<file path="src/rtl/sensor_period_capture.sv">
`default_nettype none
// ============================================================================
// Module   : sensor_period_capture
// Purpose  : Front end of the theremin sensor filter chain. Synchronises the
//            raw oscillator square wave and counts the CLK cycles spanned by
//            2^AVG_SHIFT consecutive input periods. Each result is handed to
//            the downstream 2-phase filter only on its sampling phase
//            (PHASE==0). A stalled oscillator is reported as an all-ones
//            value together with the TIMEOUT flag.
// Revision : 1.0 - initial release
// ============================================================================
module sensor_period_capture #(
  parameter int DATA_BITS  = 32,  // width of OUT_VALUE, >= COUNT_BITS+1
  parameter int COUNT_BITS = 24,  // width of the window cycle counter
  parameter int AVG_SHIFT  = 4    // window length is 2^AVG_SHIFT periods (0..8)
) (
  input  logic                 CLK,
  input  logic                 RESET,
  input  logic                 FREQ_IN,
  output logic                 PHASE,
  output logic [DATA_BITS-1:0] OUT_VALUE,
  output logic                 OUT_VALID,
  output logic                 TIMEOUT
);

  // Edge counter needs at least one bit, even when a window is one period.
  localparam int EDGE_W = (AVG_SHIFT > 0) ? AVG_SHIFT : 1;

  // Index of the rising edge that closes a window (N-1).
  localparam logic [EDGE_W-1:0] c_last_edge = EDGE_W'((1 << AVG_SHIFT) - 1);

  // Counter value at which the oscillator is declared stalled.
  localparam logic [COUNT_BITS-1:0] c_cnt_max = '1;

  typedef enum logic [1:0] {
    ST_WAIT_FIRST = 2'd0,
    ST_MEASURE    = 2'd1,
    ST_TIMEOUT    = 2'd2
  } state_t;

  // Input synchroniser
  logic r_s1;
  logic r_s2;
  logic r_s3;
  logic w_rise;

  // Measurement state
  state_t              r_state;
  logic [COUNT_BITS-1:0] r_cnt;
  logic [EDGE_W-1:0]     r_edge_cnt;
  logic                  r_timeout;

  // Result handoff
  logic                 r_phase;
  logic                 r_pend_valid;
  logic [DATA_BITS-1:0] r_pend_value;
  logic [DATA_BITS-1:0] r_out_value;
  logic                 r_out_valid;

  // Combinational event decode
  logic                  w_close;
  logic                  w_stall;
  logic [COUNT_BITS:0]   w_result;
  logic                  w_new_valid;
  logic [DATA_BITS-1:0]  w_new_value;
  logic                  w_pend_valid_nxt;
  logic [DATA_BITS-1:0]  w_pend_value_nxt;

  // Three-flop synchroniser for the asynchronous oscillator input.
  always_ff @(posedge CLK) begin
    if (RESET) begin
      r_s1 <= 1'b0;
      r_s2 <= 1'b0;
      r_s3 <= 1'b0;
    end else begin
      r_s1 <= FREQ_IN;
      r_s2 <= r_s1;
      r_s3 <= r_s2;
    end
  end

  // Only rising edges of the oscillator are measured.
  assign w_rise = r_s2 & ~r_s3;

  // Decode window close / stall events and the resulting pending value.
  always_comb begin
    w_close  = (r_state == ST_MEASURE) && w_rise && (r_edge_cnt == c_last_edge);
    // A closing edge wins over the stall check, so cnt==max on a closing
    // edge still yields the legal maximum 2^COUNT_BITS.
    w_stall  = (r_state == ST_MEASURE) && !w_close && (r_cnt == c_cnt_max);
    w_result = {1'b0, r_cnt} + (COUNT_BITS + 1)'(1);

    w_new_valid = w_close | w_stall;
    w_new_value = w_stall ? {DATA_BITS{1'b1}} : DATA_BITS'(w_result);

    // Newer result always overwrites an unpublished one.
    w_pend_valid_nxt = w_new_valid | r_pend_valid;
    w_pend_value_nxt = w_new_valid ? w_new_value : r_pend_value;
  end

  // Measurement FSM: window counters and the registered TIMEOUT flag.
  always_ff @(posedge CLK) begin
    if (RESET) begin
      r_state    <= ST_WAIT_FIRST;
      r_cnt      <= '0;
      r_edge_cnt <= '0;
      r_timeout  <= 1'b0;
    end else begin
      case (r_state)
        ST_WAIT_FIRST: begin
          // First edge only arms; the partial period before it is unknown.
          if (w_rise) begin
            r_state    <= ST_MEASURE;
            r_cnt      <= '0;
            r_edge_cnt <= '0;
          end
        end

        ST_MEASURE: begin
          if (w_close) begin
            // Next window starts at this edge, keeping periods contiguous.
            r_cnt      <= '0;
            r_edge_cnt <= '0;
          end else if (w_stall) begin
            r_state   <= ST_TIMEOUT;
            r_timeout <= 1'b1;
          end else if (w_rise) begin
            r_edge_cnt <= r_edge_cnt + EDGE_W'(1);
            r_cnt      <= r_cnt + COUNT_BITS'(1);
          end else begin
            r_cnt <= r_cnt + COUNT_BITS'(1);
          end
        end

        ST_TIMEOUT: begin
          // Any edge proves the oscillator is alive again; re-arm.
          if (w_rise) begin
            r_state    <= ST_MEASURE;
            r_cnt      <= '0;
            r_edge_cnt <= '0;
            r_timeout  <= 1'b0;
          end
        end

        default: begin
          r_state   <= ST_WAIT_FIRST;
          r_timeout <= 1'b0;
        end
      endcase
    end
  end

  // Free-running phase strobe and publish of pending results on PHASE==1
  // edges, so outputs only change in the filter's sampling phase.
  always_ff @(posedge CLK) begin
    if (RESET) begin
      r_phase      <= 1'b0;
      r_pend_valid <= 1'b0;
      r_pend_value <= '0;
      r_out_value  <= '0;
      r_out_valid  <= 1'b0;
    end else begin
      r_phase <= ~r_phase;
      if (r_phase && w_pend_valid_nxt) begin
        r_out_value  <= w_pend_value_nxt;
        r_out_valid  <= 1'b1;
        r_pend_valid <= 1'b0;
      end else begin
        r_out_valid  <= 1'b0;
        r_pend_valid <= w_pend_valid_nxt;
        r_pend_value <= w_pend_value_nxt;
      end
    end
  end

  assign PHASE     = r_phase;
  assign OUT_VALUE = r_out_value;
  assign OUT_VALID = r_out_valid;
  assign TIMEOUT   = r_timeout;

endmodule
`default_nettype wire

</file>
<file path="config.mk">
export PLATFORM = sky130hd
export DESIGN_NAME = sensor_period_capture
export DESIGN_NICKNAME = d
export VERILOG_FILES = /design/src/rtl/sensor_period_capture.sv
export SDC_FILE = /design/constraint.sdc
export NUM_CORES = 1
export LEC_CHECK = 0
export CAP_MARGIN = 10
export CORE_ASPECT_RATIO = 0.7
export CORE_MARGIN = 3
export CORE_UTILIZATION = 35
export DETAILED_ROUTE_END_ITERATION = 10
export PLACE_DENSITY_LB_ADDON = 0.15
export SETUP_SLACK_MARGIN = 0.05
export SYNTH_ARGS = -nofsm -noshare
export SYNTH_HDL_FRONTEND = slang
export SYNTH_SLANG_ARGS = --single-unit
</file>
<file path="constraint.sdc">
create_clock -name CLK -period 3.1 [get_ports CLK]
set_input_delay 0.465 -clock CLK [delete_from_list [all_inputs] [get_ports CLK]]
set_output_delay 0.465 -clock CLK [all_outputs]
set_load 0.02 [all_outputs]
</file>
==> flow_summary.html <==
<table>
<tr><th>Metric</th><th>Value</th></tr>
<tr><th colspan="2">Global routing</th></tr>
<tr><td>Number of global-route vias before repair</td><td>3524</td></tr>
<tr><td>Total GRT Usage</td><td>around 16%</td></tr>
<tr><td>Largest net degree at the start of global routing</td><td>49</td></tr>
<tr><td>Residual overflow from global routing</td><td>0</td></tr>
<tr><td>First-pass GRT wire length</td><td>18430 um</td></tr>
<tr><td>Number of antenna violations at the first check in global routing</td><td>0</td></tr>
<tr><th colspan="2">Yosys</th></tr>
<tr><td>Post-synth top flop</td><td>sky130_fd_sc_hd__dfxtp_1</td></tr>
<tr><td>Count of mapped cells out of synthesis</td><td>560</td></tr>
<tr><td>Synth top cells by count</td><td>101 x sky130_fd_sc_hd__dfxtp_1, 92 x sky130_fd_sc_hd__nand2_1, 74 x sky130_fd_sc_hd__o21ai_0</td></tr>
<tr><td>Warnings, synthesis</td><td>0</td></tr>
<tr><td>Mapped Avg Cell Area</td><td>7.947 um2</td></tr>
<tr><td>Seq cells post-synth</td><td>101</td></tr>
<tr><td>Area share of the largest cell type after synthesis</td><td>a little under half</td></tr>
<tr><td>Share of flip-flops with an asynchronous set or reset</td><td>0%</td></tr>
<tr><td>Post-Syn Area</td><td>4451 um2</td></tr>
<tr><td>Fraction of the yosys area taken by sequential cells</td><td>a little under half</td></tr>
<tr><td>Top area cells in the synthesized netlist</td><td>sky130_fd_sc_hd__dfxtp_1 45%, sky130_fd_sc_hd__o21ai_0 8.3%, sky130_fd_sc_hd__nand2_1 7.8%</td></tr>
<tr><td>Most area-hungry cell type in the Yosys netlist</td><td>sky130_fd_sc_hd__dfxtp_1</td></tr>
<tr><td>Mapped Nets</td><td>~570</td></tr>
<tr><td>Count of flip-flops with a built-in enable after synthesis</td><td>0</td></tr>
<tr><td>Unique masters post-synth</td><td>48</td></tr>
<tr><td>Most frequent cell after synthesis</td><td>sky130_fd_sc_hd__dfxtp_1</td></tr>
<tr><th colspan="2">Job</th></tr>
<tr><td>Max-Cap Viols</td><td>0</td></tr>
<tr><th colspan="2">Power</th></tr>
<tr><td>Leakage power total</td><td>1.826 nW</td></tr>
<tr><td>Worst vdd rail ir drop</td><td>0.0002561 V</td></tr>
<tr><td>PwrDens</td><td>466.3 nW/um2</td></tr>
<tr><th colspan="2">Detailed routing</th></tr>
<tr><td>Vias per cell</td><td>between 5 and 6</td></tr>
<tr><td>Final ANT Viol Nets</td><td>0</td></tr>
<tr><td>Average wire per standard cell</td><td>roughly 15 um</td></tr>
<tr><td>Drt pass-1 iters</td><td>5</td></tr>
<tr><td>DRC violation count after routing</td><td>0</td></tr>
<tr><td>Total routed wirelength</td><td>about 11000 um</td></tr>
<tr><td>Detailed-route via count</td><td>approximately 4000</td></tr>
<tr><td>Detailed Route Iter0 Violations</td><td>340</td></tr>
<tr><th colspan="2">Worst setup path</th></tr>
<tr><td>Critical path class</td><td>reg -&gt; reg</td></tr>
<tr><td>Reg-to-Reg End</td><td>r_pend_value[8]</td></tr>
<tr><td>Critical Path Source</td><td>r_cnt[0]</td></tr>
<tr><td>Endpoint class of the critical path</td><td>flop</td></tr>
<tr><td>Critical R2R Launch</td><td>r_cnt[0]</td></tr>
<tr><td>Worst reg-to-reg setup slack</td><td>between 500 and 600 ps</td></tr>
<tr><td>Capturing element of the worst setup path</td><td>r_pend_value[8]</td></tr>
<tr><td>Logic depth of the worst register-to-register path</td><td>8</td></tr>
<tr><td>Peak fanout along the critical path</td><td>48</td></tr>
<tr><td>Type of element launching the critical path</td><td>flop</td></tr>
<tr><td>Data required time of the worst path</td><td>3350 ps</td></tr>
<tr><td>Worst endpoint data arrival time</td><td>2800 ps</td></tr>
<tr><th colspan="2">Floorplanning</th></tr>
<tr><td>Number of placed I/O pins</td><td>38</td></tr>
<tr><td>Chip Height</td><td>100.3 um</td></tr>
<tr><td>Placement Rows</td><td>33</td></tr>
<tr><td>Initial core utilization</td><td>36.91%</td></tr>
<tr><td>Overall die area</td><td>14130 um2</td></tr>
<tr><td>Floorplan Core Area</td><td>12060 um2</td></tr>
<tr><td>Horizontal die dimension</td><td>140.8 um</td></tr>
<tr><th colspan="2">Placed design</th></tr>
<tr><td>HPWL after detailed placement</td><td>roughly 8000 um</td></tr>
<tr><td>Last weighted congestion value of the routability-driven placer</td><td>between 0.8 and 0.9</td></tr>
<tr><td>Port bufs</td><td>37</td></tr>
<tr><th colspan="2">Clock network</th></tr>
<tr><td>Clk sink count</td><td>101</td></tr>
<tr><td>CTS tree</td><td>yes</td></tr>
<tr><td>Root Driver</td><td>sky130_fd_sc_hd__clkbuf_16</td></tr>
<tr><td>Cells resized by post-CTS repair</td><td>0</td></tr>
<tr><td>Cts hold-fix bufs</td><td>0</td></tr>
<tr><td>Maximum clock insertion buffer count</td><td>2</td></tr>
<tr><td>Post-CTS clock slew at the launch and capture registers of the worst setup and hold paths</td><td>70 ps</td></tr>
<tr><td>CTS buffer count</td><td>9</td></tr>
<tr><td>Clock latency on the worst-skew pair</td><td>350 ps</td></tr>
<tr><td>Post-CTS Setup Repair Bufs</td><td>0</td></tr>
<tr><td>Number of H-tree levels</td><td>3</td></tr>
<tr><th colspan="2">Timing</th></tr>
<tr><td>Upper clock frequency limit</td><td>0.3921 GHz</td></tr>
<tr><td>Setup_tns</td><td>0 ps</td></tr>
<tr><td>Number of hold violations in the final report</td><td>0</td></tr>
<tr><td>Final max-slew violation count</td><td>0</td></tr>
<tr><td>Worst clock skew</td><td>7.663 ps</td></tr>
<tr><td>Crit share post-route</td><td>82.27%</td></tr>
<tr><td>Slew at the pin closest to its max-slew limit</td><td>642.2 ps</td></tr>
<tr><td># setup viols final</td><td>0</td></tr>
<tr><td>Headroom to the max-slew limit</td><td>56.86%</td></tr>
<tr><td>Setup repair after global routing missed its margin</td><td>false</td></tr>
<tr><td>Min cycle time layout</td><td>2550 ps</td></tr>
<tr><th colspan="2">Status</th></tr>
<tr><td>Status</td><td>finished clean</td></tr>
<tr><th colspan="2">Layout</th></tr>
<tr><td>Utilization after layout</td><td>43.38%</td></tr>
<tr><td>Final #Nets</td><td>roughly 600</td></tr>
<tr><td>P&amp;R area growth vs syn</td><td>17.51%</td></tr>
<tr><td>Layout cells sized above 1</td><td>5.963%</td></tr>
<tr><td>Fillcell total</td><td>1212</td></tr>
<tr><td>Diodes inserted</td><td>0</td></tr>
<tr><th colspan="2">Min path</th></tr>
<tr><td>HP Start</td><td>r_s1</td></tr>
<tr><td>HP Class</td><td>reg -&gt; reg</td></tr>
</table>
sequential cells by signal, indices dropped and copies added (netlist names):
signal and count:
r_s3 1, r_pend_value 32, r_state 2, OUT_VALUE 32, r_pend_valid 1, OUT_VALID 1
r_s2 1, PHASE 1, TIMEOUT 1, r_s1 1, r_cnt 24, r_edge_cnt 4
placed cells by master (no fill, tap or decap), types with 11 or more instances in the layout:
cell type                         count
sky130_fd_sc_hd__xnor2_1             11
sky130_fd_sc_hd__inv_1               11
sky130_fd_sc_hd__clkdlybuf4s50_1     37
sky130_fd_sc_hd__nand2_1             92
sky130_fd_sc_hd__dfxtp_1            101
sky130_fd_sc_hd__a31oi_1             18
sky130_fd_sc_hd__o21ai_0             74
sky130_fd_sc_hd__a21oi_1             22
sky130_fd_sc_hd__nand3_1             11
sky130_fd_sc_hd__nor3_1              12
sky130_fd_sc_hd__nor2_1              57
kinds of logic after synthesis:
group | share of synthesized area [%]
buf+inv | 4.329
flops | 45.43
compound gates | 23.03
simple gates | 23.28
xor+xnor | 3.149
fa+ha+maj | 0.5622
mux | 0.2249
critical path, stage by stage, from the launching register on:
cell and delay [ps]:
sky130_fd_sc_hd__dfxtp_1 400, sky130_fd_sc_hd__ha_1 270, sky130_fd_sc_hd__nand3_1 220, sky130_fd_sc_hd__nor4_2 340, sky130_fd_sc_hd__nand4_1 270, sky130_fd_sc_hd__a31o_2 450, sky130_fd_sc_hd__buf_12 240, sky130_fd_sc_hd__a31oi_1 190
sky130_fd_sc_hd__nor2_1 50
area by class of cell:
| type | count | area (um2) | share of cell area [%] |
|---|---|---|---|
| inverter | 12 | 45.04 | 0.8612 |
| multi-input combinational | 412 | 2236 | 42.75 |
| clock buffer | 9 | 225.2 | 4.306 |
| sequential | 101 | 2022 | 38.66 |
| clock inverter | 6 | 47.55 | 0.9091 |
| tap | 157 | 196.4 | 3.756 |
| timing repair buffer | 47 | 457.9 | 8.756 |
power by group:
part           internal [mW]  switching, mW  total (mW)
clock                  0.547          0.508        1.05
sequential              1.30        0.00529        1.31
combinational         0.0244         0.0537      0.0782
worst min-delay path by stage:
stage,to,depth (start not counted),slack [ps]
after floorplan,r_s2,1,410
after global placement,r_s2,1,420
after detailed placement,r_s2,1,430
after CTS,r_s2,1,440
after global routing,r_s2,1,470
final,r_s2,1,440
stage by stage:
stage	total power, mW	setup slack [ps]	std cells	cell area, um2	hold WS (ps)
finish	2.439	549.8	744	5230	437.6
global route	2.536	291.8	744	5230	471.1
CTS	2.470	546.8	744	5230	443.3
detailed placement	1.414	559.6	729	4957	427.7
global placement	1.412	645.6	729	4957	418.8
floorplan	1.389	890.4	560	4451	413.8
per-layer routing:
layer | up-vias | track usage (%) | part of all wire (%)
met5 | - | 0 | 0
met4 | 0 | 4.393 | 0.76
met3 | 8 | 3.810 | 5.9
met2 | 103 | 21.47 | 37
met1 | 1843 | 25.61 | 56
li1 | 2019 | - | -
Power figures use the tool's default switching activity.
